[src/rtl/pwm_modulator_mc.sv]
// Multi-channel PWM generator: shared prescaler, per-channel duty and phase,
// edge- or center-aligned counting, all settings double-buffered to period starts.
module pwm_modulator_mc #(
    parameter int CHANNELS    = 4,
    parameter int MOD_WIDTH   = 8,
    parameter int PRESC_WIDTH = 16
) (
    input  logic                          clk,
    input  logic                          rst,
    input  logic                          ena,
    input  logic                          center_mode,
    input  logic [PRESC_WIDTH-1:0]        presc_div,
    input  logic [CHANNELS*MOD_WIDTH-1:0] setpoint,
    input  logic [CHANNELS*MOD_WIDTH-1:0] phase,
    output logic [CHANNELS-1:0]           pwm_out,
    output logic                          start_strobe,
    output logic                          busy
);

    typedef logic [MOD_WIDTH-1:0]   mod_t;
    typedef logic [PRESC_WIDTH-1:0] presc_t;

    typedef enum logic {
        ST_IDLE = 1'b0,
        ST_RUN  = 1'b1
    } state_e;

    typedef enum logic {
        DIR_UP   = 1'b0,
        DIR_DOWN = 1'b1
    } dir_e;

    localparam mod_t   CNT_MAX = '1;
    localparam mod_t   CNT_ONE = mod_t'(1);
    localparam presc_t PC_ONE  = presc_t'(1);

    state_e          state_q, state_d;
    mod_t            cnt_q, cnt_d;
    presc_t          pc_q, pc_d;
    dir_e            dir_q, dir_d;
    logic            mode_sh_q, mode_sh_d;
    presc_t          div_sh_q, div_sh_d;
    mod_t            sp_sh_q [CHANNELS];
    mod_t            sp_sh_d [CHANNELS];
    mod_t            ph_sh_q [CHANNELS];
    mod_t            ph_sh_d [CHANNELS];
    logic [CHANNELS-1:0] pwm_q, pwm_d;
    logic            strobe_q, strobe_d;

    logic                tick;
    logic                edge_wrap;
    logic                center_wrap;
    logic                load;
    logic [CHANNELS-1:0] pwm_raw;

    assign tick        = (pc_q == div_sh_q);
    assign edge_wrap   = (cnt_q == CNT_MAX);
    // In a two-count period (MOD_WIDTH=1) the top and the 1->0 step coincide.
    assign center_wrap = (cnt_q == CNT_ONE) && ((dir_q == DIR_DOWN) || (cnt_q == CNT_MAX));

    // Compare values seen by the output register: current counter vs. active shadows.
    always_comb begin
        pwm_raw = '0;
        for (int i = 0; i < CHANNELS; i++) begin
            if (mode_sh_q) begin
                pwm_raw[i] = (cnt_q < sp_sh_q[i]);
            end else begin
                pwm_raw[i] = (mod_t'(cnt_q - ph_sh_q[i]) < sp_sh_q[i]);
            end
        end
    end

    always_comb begin
        // NOTE: every variable gets a default before any branch, so no path
        // leaves it unassigned and no latch is inferred.
        state_d   = state_q;
        cnt_d     = cnt_q;
        pc_d      = pc_q;
        dir_d     = dir_q;
        mode_sh_d = mode_sh_q;
        div_sh_d  = div_sh_q;
        sp_sh_d   = sp_sh_q;
        ph_sh_d   = ph_sh_q;
        pwm_d     = '0;
        strobe_d  = 1'b0;
        load      = 1'b0;

        case (state_q)
            ST_IDLE: begin
                if (ena) begin
                    state_d = ST_RUN;
                    load    = 1'b1;
                end
            end
            ST_RUN: begin
                if (!ena) begin
                    state_d = ST_IDLE;
                    cnt_d   = '0;
                    pc_d    = '0;
                    dir_d   = DIR_UP;
                end else begin
                    pwm_d = pwm_raw;
                    pc_d  = tick ? '0 : pc_q + PC_ONE;
                    if (tick) begin
                        if (!mode_sh_q) begin
                            cnt_d = cnt_q + CNT_ONE;
                            load  = edge_wrap;
                        end else begin
                            if (dir_q == DIR_UP && cnt_q != CNT_MAX) begin
                                cnt_d = cnt_q + CNT_ONE;
                            end else begin
                                cnt_d = cnt_q - CNT_ONE;
                                dir_d = DIR_DOWN;
                            end
                            load = center_wrap;
                        end
                    end
                end
            end
            default: state_d = ST_IDLE;
        endcase

        // Period start overrides any counter step decided above.
        if (load) begin
            cnt_d     = '0;
            pc_d      = '0;
            dir_d     = DIR_UP;
            strobe_d  = 1'b1;
            mode_sh_d = center_mode;
            div_sh_d  = presc_div;
            for (int i = 0; i < CHANNELS; i++) begin
                sp_sh_d[i] = setpoint[i*MOD_WIDTH +: MOD_WIDTH];
                ph_sh_d[i] = phase[i*MOD_WIDTH +: MOD_WIDTH];
            end
        end
    end

    always_ff @(posedge clk or posedge rst) begin
        if (rst) begin
            state_q   <= ST_IDLE;
            cnt_q     <= '0;
            pc_q      <= '0;
            dir_q     <= DIR_UP;
            mode_sh_q <= 1'b0;
            div_sh_q  <= '0;
            // NOTE: the shadow arrays are a handful of flops, not a RAM, so they
            // are reset with everything else to keep the first compare defined.
            sp_sh_q   <= '{default: '0};
            ph_sh_q   <= '{default: '0};
            pwm_q     <= '0;
            strobe_q  <= 1'b0;
        end else begin
            // NOTE: non-blocking assignments make every flop sample the
            // pre-edge values, independent of statement order.
            state_q   <= state_d;
            cnt_q     <= cnt_d;
            pc_q      <= pc_d;
            dir_q     <= dir_d;
            mode_sh_q <= mode_sh_d;
            div_sh_q  <= div_sh_d;
            sp_sh_q   <= sp_sh_d;
            ph_sh_q   <= ph_sh_d;
            pwm_q     <= pwm_d;
            strobe_q  <= strobe_d;
        end
    end

    assign pwm_out      = pwm_q;
    assign start_strobe = strobe_q;
    assign busy         = (state_q == ST_RUN);

endmodule

[config.mk]
export PLATFORM = sky130hd
export DESIGN_NAME = pwm_modulator_mc
export DESIGN_NICKNAME = d
export VERILOG_FILES = /design/src/rtl/pwm_modulator_mc.sv
export SDC_FILE = /design/constraint.sdc
export NUM_CORES = 1
export LEC_CHECK = 0
export CAP_MARGIN = 40
export CORE_MARGIN = 4
export CORE_UTILIZATION = 65
export DETAILED_ROUTE_END_ITERATION = 10
export DONT_BUFFER_PORTS = 1
export HOLD_SLACK_MARGIN = 0.03
export PLACE_DENSITY = 0.83
export SYNTH_ARGS = -nofsm -noshare
export SYNTH_HDL_FRONTEND = slang
export SYNTH_SLANG_ARGS = --single-unit
[constraint.sdc]
create_clock -name clk -period 7.5 [get_ports clk]
set_clock_uncertainty 0.2 [all_clocks]
set_input_delay 0.75 -clock clk [delete_from_list [all_inputs] [get_ports clk]]
set_output_delay 0.75 -clock clk [all_outputs]
set_load 0.1 [all_outputs]
==> flow_summary.json, run 1 <==
{
  "outcome": "complete, no violations",
  "cp.required_ps": 7540,
  "cts_buffers": 9,
  "synth.top_cells.by_count": "112 x dfrtp_1, 88 x ha_1, 79 x mux2_4",
  "fp.dieW_um": 116,
  "antenna_found_initial": 0,
  "cp_max_fo": 44,
  "setup_violations": 0,
  "clk_pin_slew_worst_paths_ps": 80,
  "cp_slowest_stage_delay_ps": 880,
  "routabilityCongestion": 0.931,
  "drt-total-wl_um": 16100,
  "synth_ff_type": "dfrtp_1",
  "core_sq_um": 11400,
  "synth_compound_area_share_pct": 9.72,
  "drive_gt1_share_pct": 16.3,
  "slew_viol_final": 0,
  "stdcell_area_sq_um": 7900,
  "synth_mux_area_share_pct": 16.1,
  "hold_buffers": 0,
  "synthToLayoutAreaGrowth_pct": 4.26,
  "avgSynthCellArea_sq_um": 11.3,
  "synth-simple-area-share_pct": 8.85,
  "io_pins": 90,
  "die_y_um": 116,
  "grt.met1_usage_pct": 30.2,
  "worstPathArrival_ps": 4080,
  "ys_async_sr_fraction_pct": 100,
  "synthTopCellsByArea": "dfrtp_1 37%, mux2_4 16%, ha_1 15%, xnor2_1 4.7%, inv_1 3.3%",
  "fin_crit_ps": 4040,
  "via_count": 4903,
  "setup_ws_ps": 3460,
  "synth-seq-cells": 112,
  "drt_first_iter_violations": 216,
  "drc": 0,
  "clkLatencyLatePin_ps": 370,
  "cts_setup_buffers": 0,
  "drv_cap": 0,
  "synthAdderAreaFrac_pct": 15.6,
  "post-synth-top-area-fraction_pct": 37.0,
  "path_cells": "ha_1 > nand3_1 > nor3_1 > a21oi_1 > nand2b_4 > a21boi_4 > buf_4 > mux2_2",
  "path_buf_inv": 1,
  "overflow": 0,
  "rsz0062_at_grt": "no",
  "grt_pass1_wl_um": 26600,
  "dp_slack_ps": 3480,
  "dr.pass1.iters": 5,
  "worst_pin_slew_ps": 875,
  "nets": 846,
  "place_area_sq_um": 7610,
  "die-area_sq_um": 13500,
  "ys_seq_area_share_pct": 37.0,
  "relSlewSlack_pct": 41.7,
  "dp_hpwl_um": 11900,
  "viasPerCell": 6.00,
  "synth_top_family_by_area": "multiplexers",
  "grt_max_degree": 59,
  "ir_worst_vdd_v": 0.000243,
  "grtUsageMet3_pct": 6.21,
  "multiInputGateArea_sq_um": 4310,
  "num_antenna_cells": 0,
  "syn_inst": 670,
  "syn-num-nets": 846,
  "cts_sinks": 112,
  "critPathTopFamily": "flip-flops",
  "ys_warn_count": 0,
  "grt_pass1_vias": 5365,
  "synth-edff-count": 0,
  "fin_tns_setup_ps": 0,
  "p_per_area_nw_per_um2": 208,
  "slowest_stage": "dfrtp_1",
  "max_freq_mhz": 248,
  "ff_latch_area_sq_um": 2800,
  "synth_largest_area_cell": "dfrtp_1",
  "rows": 39,
  "cts-resized-gates": 0,
  "wl_per_cell_um": 19.7,
  "synth.distinct_cells": 51,
  "synth_area_sq_um": 7580,
  "hp-class": "primary input to asynchronous set/reset pin",
  "timing.hold.ws_ps": 143,
  "yosys.area_share.xor_xnor_pct": 6.59,
  "final-hold-violation-count": 0,
  "crit_path_end_kind": "register",
  "initial_core_util_pct": 66.4,
  "htree_levels": 3,
  "clock_path_buffers": 2,
  "synth.most_common_cell": "dfrtp_1",
  "track_usage_pct": 25.4,
  "fill_cells": 820,
  "portBuffers": 0,
  "ant_nets": 0,
  "start_kind": "register",
  "fin_crit_sh_pct": 53.8,
  "clockRootBuffer": "clkbuf_16",
  "gr-usage-met2_pct": 45.1,
  "criticalPathCategory": "register to register",
  "grt-busiest-layer": "met2",
  "p_leak_nw": 3.88,
  "cts_tree": "done"
}
## metal layers
| layer | wire [um] | vias up | part of all wire [%] |
|---|---|---|---|
| met5 | 0 | - | 0 |
| met4 | 257 | 0 | 1.6 |
| met3 | 744 | 23 | 4.6 |
| met2 | 8510 | 108 | 53 |
| met1 | 6590 | 2423 | 41 |
| li1 | - | 2349 | - |
## power by group
group	leakage [nW]	total (mW)	internal (mW)	switching [mW]
sequential	1.38	0.747	0.672	0.0748
combinational	2.37	0.414	0.218	0.196
clock	0.135	0.483	0.258	0.226
## layout by cell type, fill, tap and decap left out, drive strengths merged, types with 3 or more instances in the layout
cell     Yosys  routed
or2          3       3
clkbuf       3      10
a211oi       7       7
o21bai       5       5
nor3        10      10
xnor2       41      41
o2111ai      4       4
nor2        25      25
nand2b       5       5
o311ai       5       5
xor2        16      16
nand3       24      24
dfrtp      112     112
nand2       33      33
o21ai       16      16
or3          3       3
nor2b        7       7
o31ai        3       3
mux2        81      81
fa           4       4
nand4       11      11
inv         66      66
a21o        17      17
ha          88      88
a21oi       38      38
nor3b        4       4
buf         14       6
a2bb2oi      4       4
## stage by stage
step | power, mW | utilization [%] | std cells
6_report | 1.64 | 69.2 | 817
5_1_grt | 1.73 | 69.2 | 817
3_3_place_gp | 1.13 | 66.3 | 800
2_1_floorplan | 1.08 | - | 670
4_1_cts | 1.65 | 69.2 | 817
3_5_place_dp | 1.17 | 66.7 | 802
## flip-flops by register name, summed over array words and instances (netlist names)
name and cells:
busy 1, cnt_q 8, dir_q 1, div_sh_q 16
mode_sh_q 1, pc_q 16, ph_sh_q 32, pwm_out 4
sp_sh_q 32, start_strobe 1
## worst paths after layout
| path | from | to | slack [ps] | depth (start not counted) |
|---|---|---|---|---|
| setup / recovery | cnt_q[1] | div_sh_q[15] | 3460 | 8 |
| hold / removal | rst | div_sh_q[7] | 140 | 1 |
| setup reg to reg | cnt_q[1] | div_sh_q[15] | 3460 | 8 |
| hold reg to reg | ph_sh_q[2] | ph_sh_q[2] | 310 | 1 |
| max in group asynchronous | rst | ph_sh_q[3] | 5760 | 2 |
| min in group clk | ena | busy | 220 | 0 |
## cell type report
cell class / count / share of cell area [%]
multi-input combinational: 475 / 54.6
tap: 143 / 2.26
timing repair buffer: 6 / 0.871
clock buffer: 10 / 2.90
clock inverter: 5 / 0.744
inverter: 66 / 3.17
sequential: 112 / 35.5
## cells by family (layout without fill, tap and decap cells)
logic type	after synthesis	count (layout)
and+or+nand+nor	131	131
AOI/OAI and AO/OA	113	113
DFF	112	112
adders and majority gates	92	92
buffers and inverters	83	87
muxes	82	82
xor gates and xnor gates	57	57
Note: power is estimated with default switching activity, not from simulation.
==> run 2, diff against run 1 <==
--- a/config.mk
+++ b/config.mk
@@ -7,11 +7,11 @@
 export LEC_CHECK = 0
 export CAP_MARGIN = 40
 export CORE_MARGIN = 4
-export CORE_UTILIZATION = 65
+export CORE_UTILIZATION = 59
 export DETAILED_ROUTE_END_ITERATION = 10
 export DONT_BUFFER_PORTS = 1
 export HOLD_SLACK_MARGIN = 0.03
-export PLACE_DENSITY = 0.83
+export PLACE_DENSITY = 0.8
 export SYNTH_ARGS = -nofsm -noshare
 export SYNTH_HDL_FRONTEND = slang
 export SYNTH_SLANG_ARGS = --single-unit
==> constraint.sdc (replaced) <==
create_clock -name clk -period 3.5 [get_ports clk]
set_clock_uncertainty 0.2 [all_clocks]
set_input_delay 0.35 -clock clk [delete_from_list [all_inputs] [get_ports clk]]
set_output_delay 0.35 -clock clk [all_outputs]
set_load 0.1 [all_outputs]
==> flow_summary.json, run 2 (synthesis results as in run 1) <==
{
  "outcome": "complete, no violations",
  "final-hold-violation-count": 0,
  "core_sq_um": 12600,
  "via_count": 5315,
  "final_cell_mix": "111 x dfrtp_1, 88 x ha_1, 83 x dlygate4sd3_1",
  "htree_levels": 3,
  "cts_tree": "done",
  "timing.hold.ws_ps": 72.9,
  "grt.met1_usage_pct": 29.0,
  "fin_util_pct": 70.7,
  "holdPathEnd": "pwm_out[1]",
  "r2r_start": "cnt_q[0]",
  "worst_hold_path.num_cells": 2,
  "setup_violations": 0,
  "io_pins": 90,
  "worst_pin_slew_ps": 897,
  "fin_tns_setup_ps": 0,
  "routabilityCongestion": 0.885,
  "crit_path_end_kind": "register",
  "drc": 0,
  "r2r_setup_slack_ps": 420,
  "portBuffers": 0,
  "stdcell_area_sq_um": 8920,
  "rows": 41,
  "grt_pass1_wl_um": 28900,
  "drt-total-wl_um": 17300,
  "cts_buffers": 9,
  "clockRootBuffer": "clkbuf_16",
  "grtUsageMet3_pct": 3.78,
  "ant_nets": 0,
  "hp-class": "primary input to register",
  "num_antenna_cells": 0,
  "largest_registers": "ph_sh_q x32, sp_sh_q x32",
  "die_y_um": 121,
  "relSlewSlack_pct": 40.2,
  "nets": 938,
  "fill_cells": 887,
  "viasPerCell": 5.66,
  "startpoint": "cnt_q[0]",
  "fin_crit_ps": 3080,
  "gr-usage-met2_pct": 44.5,
  "clkLatencyLatePin_ps": 370,
  "cp_max_fo": 6,
  "fp.dieW_um": 121,
  "multiInputGateArea_sq_um": 4310,
  "power.total_mw": 3.61,
  "dr.pass1.iters": 5,
  "dp_slack_ps": 316,
  "fin_crit_sh_pct": 88.0,
  "clk_pin_slew_worst_paths_ps": 80,
  "cts_sinks": 112,
  "overflow": 0,
  "p_leak_nw": 4.30,
  "drv_cap": 0,
  "antenna_found_initial": 0,
  "start_kind": "register",
  "grt_max_degree": 66,
  "slew_viol_final": 0,
  "r2r_cells": 14,
  "fin_cells": 939,
  "max_freq_mhz": 325,
  "final_common_cell": "dfrtp_1",
  "p_per_area_nw_per_um2": 405,
  "ir_worst_vdd_v": 0.000238,
  "die-area_sq_um": 14700,
  "r2r-end": "pwm_out[3]",
  "ff_latch_area_sq_um": 2800,
  "rsz0062_at_grt": "no",
  "wl_per_cell_um": 18.5,
  "criticalPathCategory": "register to register",
  "cp.required_ps": 3580,
  "clock_path_buffers": 2,
  "track_usage_pct": 25.0,
  "drt_first_iter_violations": 237,
  "hold_start": "ena",
  "grt-busiest-layer": "met2",
  "initial_core_util_pct": 60.1,
  "dp_cells": 840,
  "drive_gt1_share_pct": 15.6,
  "dp_hpwl_um": 12100,
  "setup_ws_ps": 420,
  "synthToLayoutAreaGrowth_pct": 17.7,
  "place_area_sq_um": 7810,
  "worstPathArrival_ps": 3160,
  "grt_pass1_vias": 5887
}
[run 2: worst max-delay path, cell delays in order, from the launching register on]
cell	delay, ps
dfrtp_1	380
inv_1	210
ha_1	210
inv_1	60
fa_1	400
a21o_1	170
a21oi_1	240
xnor2_1	170
ha_1	280
a21o_1	180
a21oi_1	120
o21ai_0	100
nand3_1	90
nand3_1	80
o21ai_0	100
[run 2: report_power, final]
group          switching (mW)  total [mW]  internal (mW)  leakage [nW]
logic                   0.478        1.04          0.557          2.79
clock network           0.492        1.00          0.513         0.138
registers               0.130        1.57           1.44          1.37
total                    1.10        3.61           2.51          4.30
[run 2: layout make-up]
| cell class | instances | area share [%] |
|---|---|---|
| Clock buffer | 12 | 2.76 |
| Clock inverter | 4 | 0.393 |
| Inverter | 66 | 2.82 |
| Multi-Input combinational cell | 475 | 48.4 |
| Sequential cell | 112 | 31.4 |
| Tap cell | 172 | 2.41 |
| Timing Repair Buffer | 98 | 11.8 |
[run 2: routing by layer]
metal / wire (um) / up-vias / part of all wire, %
li1: - / 2539 / -
met1: 6960 / 2603 / 40
met2: 9140 / 134 / 53
met3: 694 / 39 / 4.0
met4: 552 / 0 / 3.2
met5: 0 / - / 0
[run 2: worst max path at each step]
stage                            end  slack, ps  cells past startpoint
after floorplan           pwm_out[1]        480                     13
after global placement    pwm_out[1]        470                     10
after detailed placement  pwm_out[3]        320                     12
after CTS                 pwm_out[3]        280                     12
after global routing      pwm_out[3]        140                     14
final                     pwm_out[3]        420                     14
[run 2: what timing repair did]
item / in CTS / in global routing
endpoints found under the setup margin: 0 / 1
hold endpoints to repair: 194 / 0
resized for setup: 0 / 1
setup buffers: 0 / 0
hold buffers: 83 / 0
==> RTL change (flow settings as in run 2) <==
Set the parameter `PRESC_WIDTH` to 32 (it was 16).
--- a/src/rtl/pwm_modulator_mc.sv
+++ b/src/rtl/pwm_modulator_mc.sv
@@ -3,7 +3,7 @@
 module pwm_modulator_mc #(
     parameter int CHANNELS    = 4,
     parameter int MOD_WIDTH   = 8,
-    parameter int PRESC_WIDTH = 16
+    parameter int PRESC_WIDTH = 32
 ) (
     input  logic                          clk,
     input  logic                          rst,
Interface: changed (resized presc_div); port bits go from 90 to 106. No check against the original RTL was run, so the function may have changed too.
==> RTL change against run 2 <==
Wire length increased by 27%; sequential power increased by 27%; worst hold slack got worse by 0.012 ns; power increased by 36%; largest cell class unchanged; sequential cell count increased by 32; clock power increased by 88%; critical path depth decreased by 3; sequential share of layout area increased by 1.9 points; core utilization increased by 3.2 points; worst setup slack got worse by 0.23 ns; cell area increased by 21%; highest routed layer unchanged; synthesized area increased by 17%.
==> RTL change: results (changes against run 2) <==
htreeDepth: 4  # +1
buffers: 123  # +26%
wl_met2_um: 11400  # +25%
holdPathEnd: "pc_q[0]"
reg2reg_slack_ns: 0.19  # -0.23 ns
vias: 6696  # +26%
critPathMaxStageDelay_ns: 0.46  # +0.06 ns
dpl.hpwl_um: 14600  # +21%
ir_drop_mv: 0.389  # +63%
synth.avg_cell_area_sq_um: 11.0  # -2.8%
final_util: 0.739  # +0.0325
finalWeightedCongestion: 0.946  # +7.0%
grt_use_met2: 0.476  # +0.0310
crit_fanout: 8  # +2
outcome: "finished, final reports clean"
use_met3: 0.0675  # +0.0297
multi_input_gates: 570  # +20%
clk_share: 0.0561  # +0.0245
pwr-share-comb: 0.212  # -0.075
synth_cell_types: 56  # +9.8%
syn_nets: 1000  # +18%
bufAreaShareNonClock: 0.113  # -0.00508
tightest_slew_ns: 0.873  # -0.0245 ns
die_area_sq_um: 17100  # +16%
nNonClkInverters: 69  # +4.5%
pg_clk_uw: 1880  # +88%
power.static_leakage_uw: 0.00503  # +17%
RTL change: cell types whose count changed in the layout (fill, tap and decap cells not counted), moves of 8 or more:
cell | before | now
mux2_2 | 2 | 80
mux2_4 | 79 | 19
dfrtp_1 | 111 | 143
nor2_1 | 25 | 45
xnor2_1 | 41 | 58
dlygate4sd3_1 | 83 | 99
xor2_1 | 16 | 31
buf_4 | 8 | 21
a21oi_1 | 38 | 27
a21boi_0 | 1 | 11
o211ai_1 | 1 | 11
clkbuf_16 | 9 | 17
RTL change: timing repair:
action,CTS,global route
endpoints found under the setup margin,0,3
setup buffers,0,4
endpoints found under the hold margin,128,0
hold buffers,99,0
gates resized for setup,0,3
RTL change: logic make-up after synthesis:
family,Yosys count,share of synthesized area
AOI/OAI and AO/OA,132,0.106
adders and majority gates,92,0.133
muxes,101,0.136
DFF,144,0.406
and+or+nand+nor,156,0.0875
xor gates and xnor gates,89,0.0877
buffers and inverters,94,0.0445
